$ cat src/rtl/tracking_loop_arbiter.sv
// Round-robin arbiter that time-shares one tracking_loops instance among NUM_CHANNELS channels.
// Requests are latched per channel; the FSM issues start, waits for ready (or times out) and returns done.

module tracking_loop_arbiter_chan (
  input  logic clk,
  input  logic rst,
  input  logic en_i,
  input  logic req_i,
  input  logic gnt_i,
  output logic eff_o,
  output logic ovr_o
);
  logic pend_q, pend_d;

  assign eff_o  = (pend_q | req_i) & en_i;
  // A request landing on its own grant cycle is consumed by that grant, not flagged.
  assign ovr_o  = req_i & pend_q & en_i & ~gnt_i;
  assign pend_d = en_i & (pend_q | req_i) & ~gnt_i;

  always_ff @(posedge clk or posedge rst)
    if (rst) pend_q <= 1'b0;
    else     pend_q <= pend_d;
endmodule

module tracking_loop_arbiter #(
  parameter int NUM_CHANNELS = 4,
  parameter int CH_WIDTH     = 2,
  parameter int TIMEOUT      = 1023,
  parameter int TO_WIDTH     = 10
) (
  input  logic                    clk,
  input  logic                    global_reset,
  input  logic [NUM_CHANNELS-1:0] ch_enable,
  input  logic [NUM_CHANNELS-1:0] req,
  input  logic                    loops_ready,
  output logic [CH_WIDTH-1:0]     sel,
  output logic                    loops_start,
  output logic [NUM_CHANNELS-1:0] done,
  output logic                    busy,
  output logic [NUM_CHANNELS-1:0] overrun,
  output logic                    timeout
);
  typedef enum logic [1:0] {S_IDLE, S_START, S_WAIT, S_DONE} state_e;

  localparam logic [CH_WIDTH-1:0] LAST_RST = CH_WIDTH'(NUM_CHANNELS - 1);
  localparam logic [TO_WIDTH-1:0] TO_LAST  = TO_WIDTH'(TIMEOUT - 1);

  state_e                  state_q, state_d;
  logic [CH_WIDTH-1:0]     sel_q, sel_d, last_q, last_d, gnt_idx;
  logic [TO_WIDTH-1:0]     timer_q, timer_d;
  logic [NUM_CHANNELS-1:0] eff, gnt_oh;
  logic                    gnt_vld;

  function automatic logic [CH_WIDTH-1:0] rot(input logic [CH_WIDTH-1:0] base, input int k);
    int s;
    s = (int'(base) + k) % NUM_CHANNELS;
    return CH_WIDTH'(s);
  endfunction

  tracking_loop_arbiter_chan u_chan [NUM_CHANNELS-1:0] (
    .clk   (clk),
    .rst   (global_reset),
    .en_i  (ch_enable),
    .req_i (req),
    .gnt_i (gnt_oh),
    .eff_o (eff),
    .ovr_o (overrun)
  );

  // Scan from farthest to nearest so the channel right after last wins.
  always_comb begin
    gnt_vld = 1'b0;
    gnt_idx = '0;
    for (int k = NUM_CHANNELS; k >= 1; k--) begin
      if (eff[rot(last_q, k)]) begin
        gnt_vld = 1'b1;
        gnt_idx = rot(last_q, k);
      end
    end
  end

  always_comb begin
    gnt_oh = '0;
    for (int i = 0; i < NUM_CHANNELS; i++)
      gnt_oh[i] = (state_q == S_IDLE) && gnt_vld && (gnt_idx == CH_WIDTH'(i));
  end

  always_comb begin
    state_d     = state_q;
    sel_d       = sel_q;
    last_d      = last_q;
    timer_d     = timer_q;
    loops_start = 1'b0;
    timeout     = 1'b0;
    unique case (state_q)
      S_IDLE: if (gnt_vld) begin
        sel_d   = gnt_idx;
        state_d = S_START;
      end
      S_START: begin
        loops_start = 1'b1;
        timer_d     = '0;
        state_d     = S_WAIT;
      end
      S_WAIT: begin
        if (loops_ready) state_d = S_DONE;
        else if (timer_q == TO_LAST) begin
          timeout = 1'b1;
          last_d  = sel_q;
          state_d = S_IDLE;
        end else timer_d = timer_q + TO_WIDTH'(1);
      end
      S_DONE: begin
        last_d  = sel_q;
        state_d = S_IDLE;
      end
      default: state_d = S_IDLE;
    endcase
  end

  always_ff @(posedge clk or posedge global_reset) begin
    if (global_reset) begin
      state_q <= S_IDLE;
      sel_q   <= '0;
      last_q  <= LAST_RST;
      timer_q <= '0;
    end else begin
      state_q <= state_d;
      sel_q   <= sel_d;
      last_q  <= last_d;
      timer_q <= timer_d;
    end
  end

  always_comb begin
    done = '0;
    for (int i = 0; i < NUM_CHANNELS; i++)
      done[i] = (state_q == S_DONE) && (sel_q == CH_WIDTH'(i));
  end

  assign busy = (state_q != S_IDLE);
  assign sel  = sel_q;
endmodule
$ cat config.mk
export PLATFORM = sky130hd
export DESIGN_NAME = tracking_loop_arbiter
export DESIGN_NICKNAME = d
export VERILOG_FILES = /design/src/rtl/tracking_loop_arbiter.sv
export SDC_FILE = /design/constraint.sdc
export NUM_CORES = 1
export LEC_CHECK = 0
export BUFFER_PORTS_ARGS = -buffer_cell sky130_fd_sc_hd__buf_2
export CAP_MARGIN = 20
export CORE_AREA = 3 3 51 53
export DETAILED_ROUTE_END_ITERATION = 8
export DIE_AREA = 0 0 54 56
export GPL_ROUTABILITY_DRIVEN = 1
export PLACE_DENSITY_LB_ADDON = 0.08
export SLEW_MARGIN = 30
export SYNTH_ARGS = -nofsm -noshare
export SYNTH_HDL_FRONTEND = slang
export SYNTH_SLANG_ARGS = --single-unit
$ cat constraint.sdc
create_clock -name clk -period 3.6 [get_ports clk]
set_input_delay 0.72 -clock clk [delete_from_list [all_inputs] [get_ports clk]]
set_output_delay 0.72 -clock clk [all_outputs]
set_load 0.01 [all_outputs]
==> run summary <==
Tot GR Track Use -> 20.5%
Buf+Inv Stages, Crit Path -> 2
CP Class -> input port to output port
Sw frac -> 42.0%
I/O pins -> 24
P_int -> 0.487 mW
Worst-Margin Slew -> 0.767 ns
Slew HR -> 48.8%
Most common cell after layout, fill and taps aside -> buf_2
Outcome -> finished, final reports clean
Mapped Cells -> 133
Setup Viol. Count Final -> 0
Leak Pwr -> 0.631 nW
CP Launch Type -> input port
Pins Over Slew Limit -> 0
Vias -> 1101
Vias per Instance -> 6.12
# diodes -> 0
Share of cells above drive strength 1 -> 25.0%
PostCTS Resize Cnt -> 0
Core ar. -> 0.00219 mm²
CTS Buffer Depth -> 2
Die area -> 0.00302 mm²
Post-DP HPWL -> 2.09 mm
Htree depth -> 1
Layout fillers -> 195
Combinational share of power -> 41.0%
DR WL/cell -> 14.9 µm
Top cell by count, worst path -> buf_2
Synth Warn # -> 0
Clk Tree Root Cell -> clkbuf_4
Initial Util -> 57.5%
Max VDD drop -> 0.000389 V
Worst Clk Skew -> 0.00835 ns
CTS Hold Bufs -> 0
Total of max-cap violations -> 0
Fin Setup TNS -> 0 ns
Num rows -> 17
Max stage delay on crit path -> 0.55 ns
Post-DP Area -> 0.00134 mm²
CP arrival -> 2.15 ns
Multi-input logic area -> 652 µm²
RSZ-0062 raised after global routing -> false
Distinct cell type count of the synthesized netlist -> 39
Hold Crit Class -> input port to async pin
Initial DRC count -> 26
M1 GR Usage -> 22.9%
Routed Antenna Nets -> 0
Die width -> 54 µm
CP endpoint kind -> output port
Flop pwr share -> 43.4%
Final hold vios -> 0
Fin util -> 62.8%
Max FO, Critical Path -> 5
Drt first pass iters -> 4
Final instance area -> 0.00138 mm²
GRT overflow -> 0
Synth Register Bits -> 20
Port bufs -> 23
Top cell family by delay on the critical path -> compound AO/OA/AOI/OAI gates
Met2 Use GR -> 37.0%
Synthesized area -> 0.00126 mm²
Most frequent cells in the layout -> buf_2, dfrtp_1, nand2_1, a21oi_1, nand3_1
Gr busiest metal -> met2
Layout area overhead -> 9.24%
Clk_lat worst skew -> 0.30 ns
Vias in the first global route -> 1091
CP Cell Sequence -> buf_2, o21ai_0, a221oi_1, nor3_1, a21oi_1, buf_2
CTS tree -> done
Power share of the clock group -> 15.7%
Largest net degree at the start of global routing -> 21
Tmin final -> 2.87 ns
Crit path required time -> 2.88 ns
First-pass GRT wire length -> 4.69 mm
CP max stage cell -> nor3_1
Sequential area share after synthesis -> 39.9%
Syn nets -> 146
DRC Markers -> 0
Syn_area_per_cell -> 9.47 µm²
Pwr/cell area -> 610 mW/mm²
Psw -> 0.352 mW
# clock sinks -> 20
Tot Pwr -> 0.839 mW
Routed WL -> 2.67 mm
Sequential cell area -> 503 µm²
Die Y -> 56 µm
M3 GR Usage -> 3.49%
Fmax -> 0.348 GHz
Setup Buffers After CTS -> 0
Antenna violations before repair -> 0
Routability cong. -> 0.811
Period utilization -> 79.9%
Clock transition at path regs -> 0.12 ns
NumNets Final -> 166
CTS buffer count -> 3
registers in the layout, indices dropped and copies added, names as in the netlist:
| signal | cells |
|---|---|
| timer_q | 10 |
| state_q | 2 |
| u_chan.pend_q | 4 |
| sel | 2 |
| last_q | 2 |
cells by family (layout without fill, tap and decap cells):
| group | Yosys count | after routing | synth area share (%) |
|---|---|---|---|
| AO/OA/AOI/OAI | 43 | 43 | 24.4 |
| multiplexers | 4 | 4 | 3.28 |
| adder cells (fa/ha/maj) | 2 | 2 | 1.99 |
| flip-flops | 20 | 20 | 39.9 |
| AND/OR/NAND/NOR | 48 | 48 | 21.6 |
| buffers and inverters | 16 | 35 | 8.74 |
through the flow:
stage | hold slack [ns] | setup WS, ns | cells
after floorplan | 0.483 | 1.02 | 133
after global placement | 0.523 | 0.797 | 176
after detailed placement | 0.533 | 0.760 | 176
after CTS | 0.547 | 0.744 | 180
after global routing | 0.574 | 0.603 | 180
final | 0.532 | 0.725 | 180
final cells by class:
type                            instances  share of cell area [%]
Multi-Input combinational cell         97                    47.4
Sequential cell                        20                    36.5
Timing Repair Buffer                   23                    8.36
Clock buffer                            4                    2.64
Inverter                                8                    2.55
Tap cell                               28                    2.55
power groups by stage:
stage | registers, mW | logic, mW | clock network (mW)
final | 0.364 | 0.344 | 0.132
after global routing | 0.376 | 0.388 | 0.147
after CTS | 0.364 | 0.347 | 0.139
after detailed placement | 0.369 | 0.343 | 0
after global placement | 0.366 | 0.332 | 0
after floorplan | 0.340 | 0.308 | 0
layer usage:
layer	routed length, µm	up-vias
met5	0	-
met4	59	0
met3	86	6
met2	1410	23
met1	1120	526
li1	-	546
path summary, 6_finish.rpt:
path                                               to  cells after the start  slack, ns              startpoint
min reg2reg                     last_q[0]$_DFFE_PP1P_                      2       0.55   last_q[0]$_DFFE_PP1P_
max reg2reg                    timer_q[5]$_DFFE_PP0P_                      6       1.66  timer_q[0]$_DFFE_PP0P_
min                        u_chan[3].pend_q$_DFF_PP0_                      2       0.53            global_reset
min in group clk                last_q[0]$_DFFE_PP1P_                      2       0.55   last_q[0]$_DFFE_PP1P_
max in group asynchronous      state_q[1]$_DFFE_PP0P_                      2       2.58            global_reset
max                                        overrun[2]                      6       0.73                  req[0]
Yosys cell counts:
| master | instances | share of area, % |
|---|---|---|
| a221oi_1 | 1 | 0.70 |
| nand2b_4 | 1 | 1.1 |
| and2_1 | 1 | 0.50 |
| dfrtp_1 | 18 | 36 |
| buf_4 | 4 | 2.4 |
| o21ai_4 | 1 | 1.3 |
| dfstp_2 | 2 | 4.2 |
| ha_1 | 2 | 2.0 |
| o2111a_1 | 2 | 1.8 |
| nand4_1 | 3 | 1.5 |
| nor4_1 | 2 | 0.99 |
| a2111o_1 | 1 | 0.89 |
| nand3b_1 | 1 | 0.60 |
| nand2_1 | 11 | 3.3 |
| o21ai_0 | 6 | 2.4 |
| a211oi_1 | 1 | 0.60 |
| mux2i_1 | 3 | 2.4 |
| or3_1 | 1 | 0.50 |
| nor2_1 | 4 | 1.2 |
| o21ai_2 | 1 | 0.70 |
| a2111oi_2 | 1 | 1.2 |
| nor3_1 | 4 | 1.6 |
| mux2_2 | 1 | 0.89 |
| inv_1 | 7 | 2.1 |
| buf_6 | 4 | 3.6 |
| or3b_4 | 1 | 0.89 |
| o21a_1 | 4 | 2.4 |
| o21ai_1 | 1 | 0.40 |
| a21oi_1 | 11 | 4.4 |
| clkinv_4 | 1 | 0.70 |
| nand3_1 | 10 | 4.0 |
| o22ai_1 | 1 | 0.50 |
| o211ai_1 | 6 | 3.6 |
| and3_1 | 2 | 0.99 |
| or4_1 | 6 | 3.6 |
| nor3b_2 | 1 | 0.99 |
| a21o_1 | 1 | 0.60 |
| o31ai_1 | 4 | 2.4 |
| o32ai_1 | 1 | 0.70 |
Note: power is estimated with default switching activity, not from simulation.
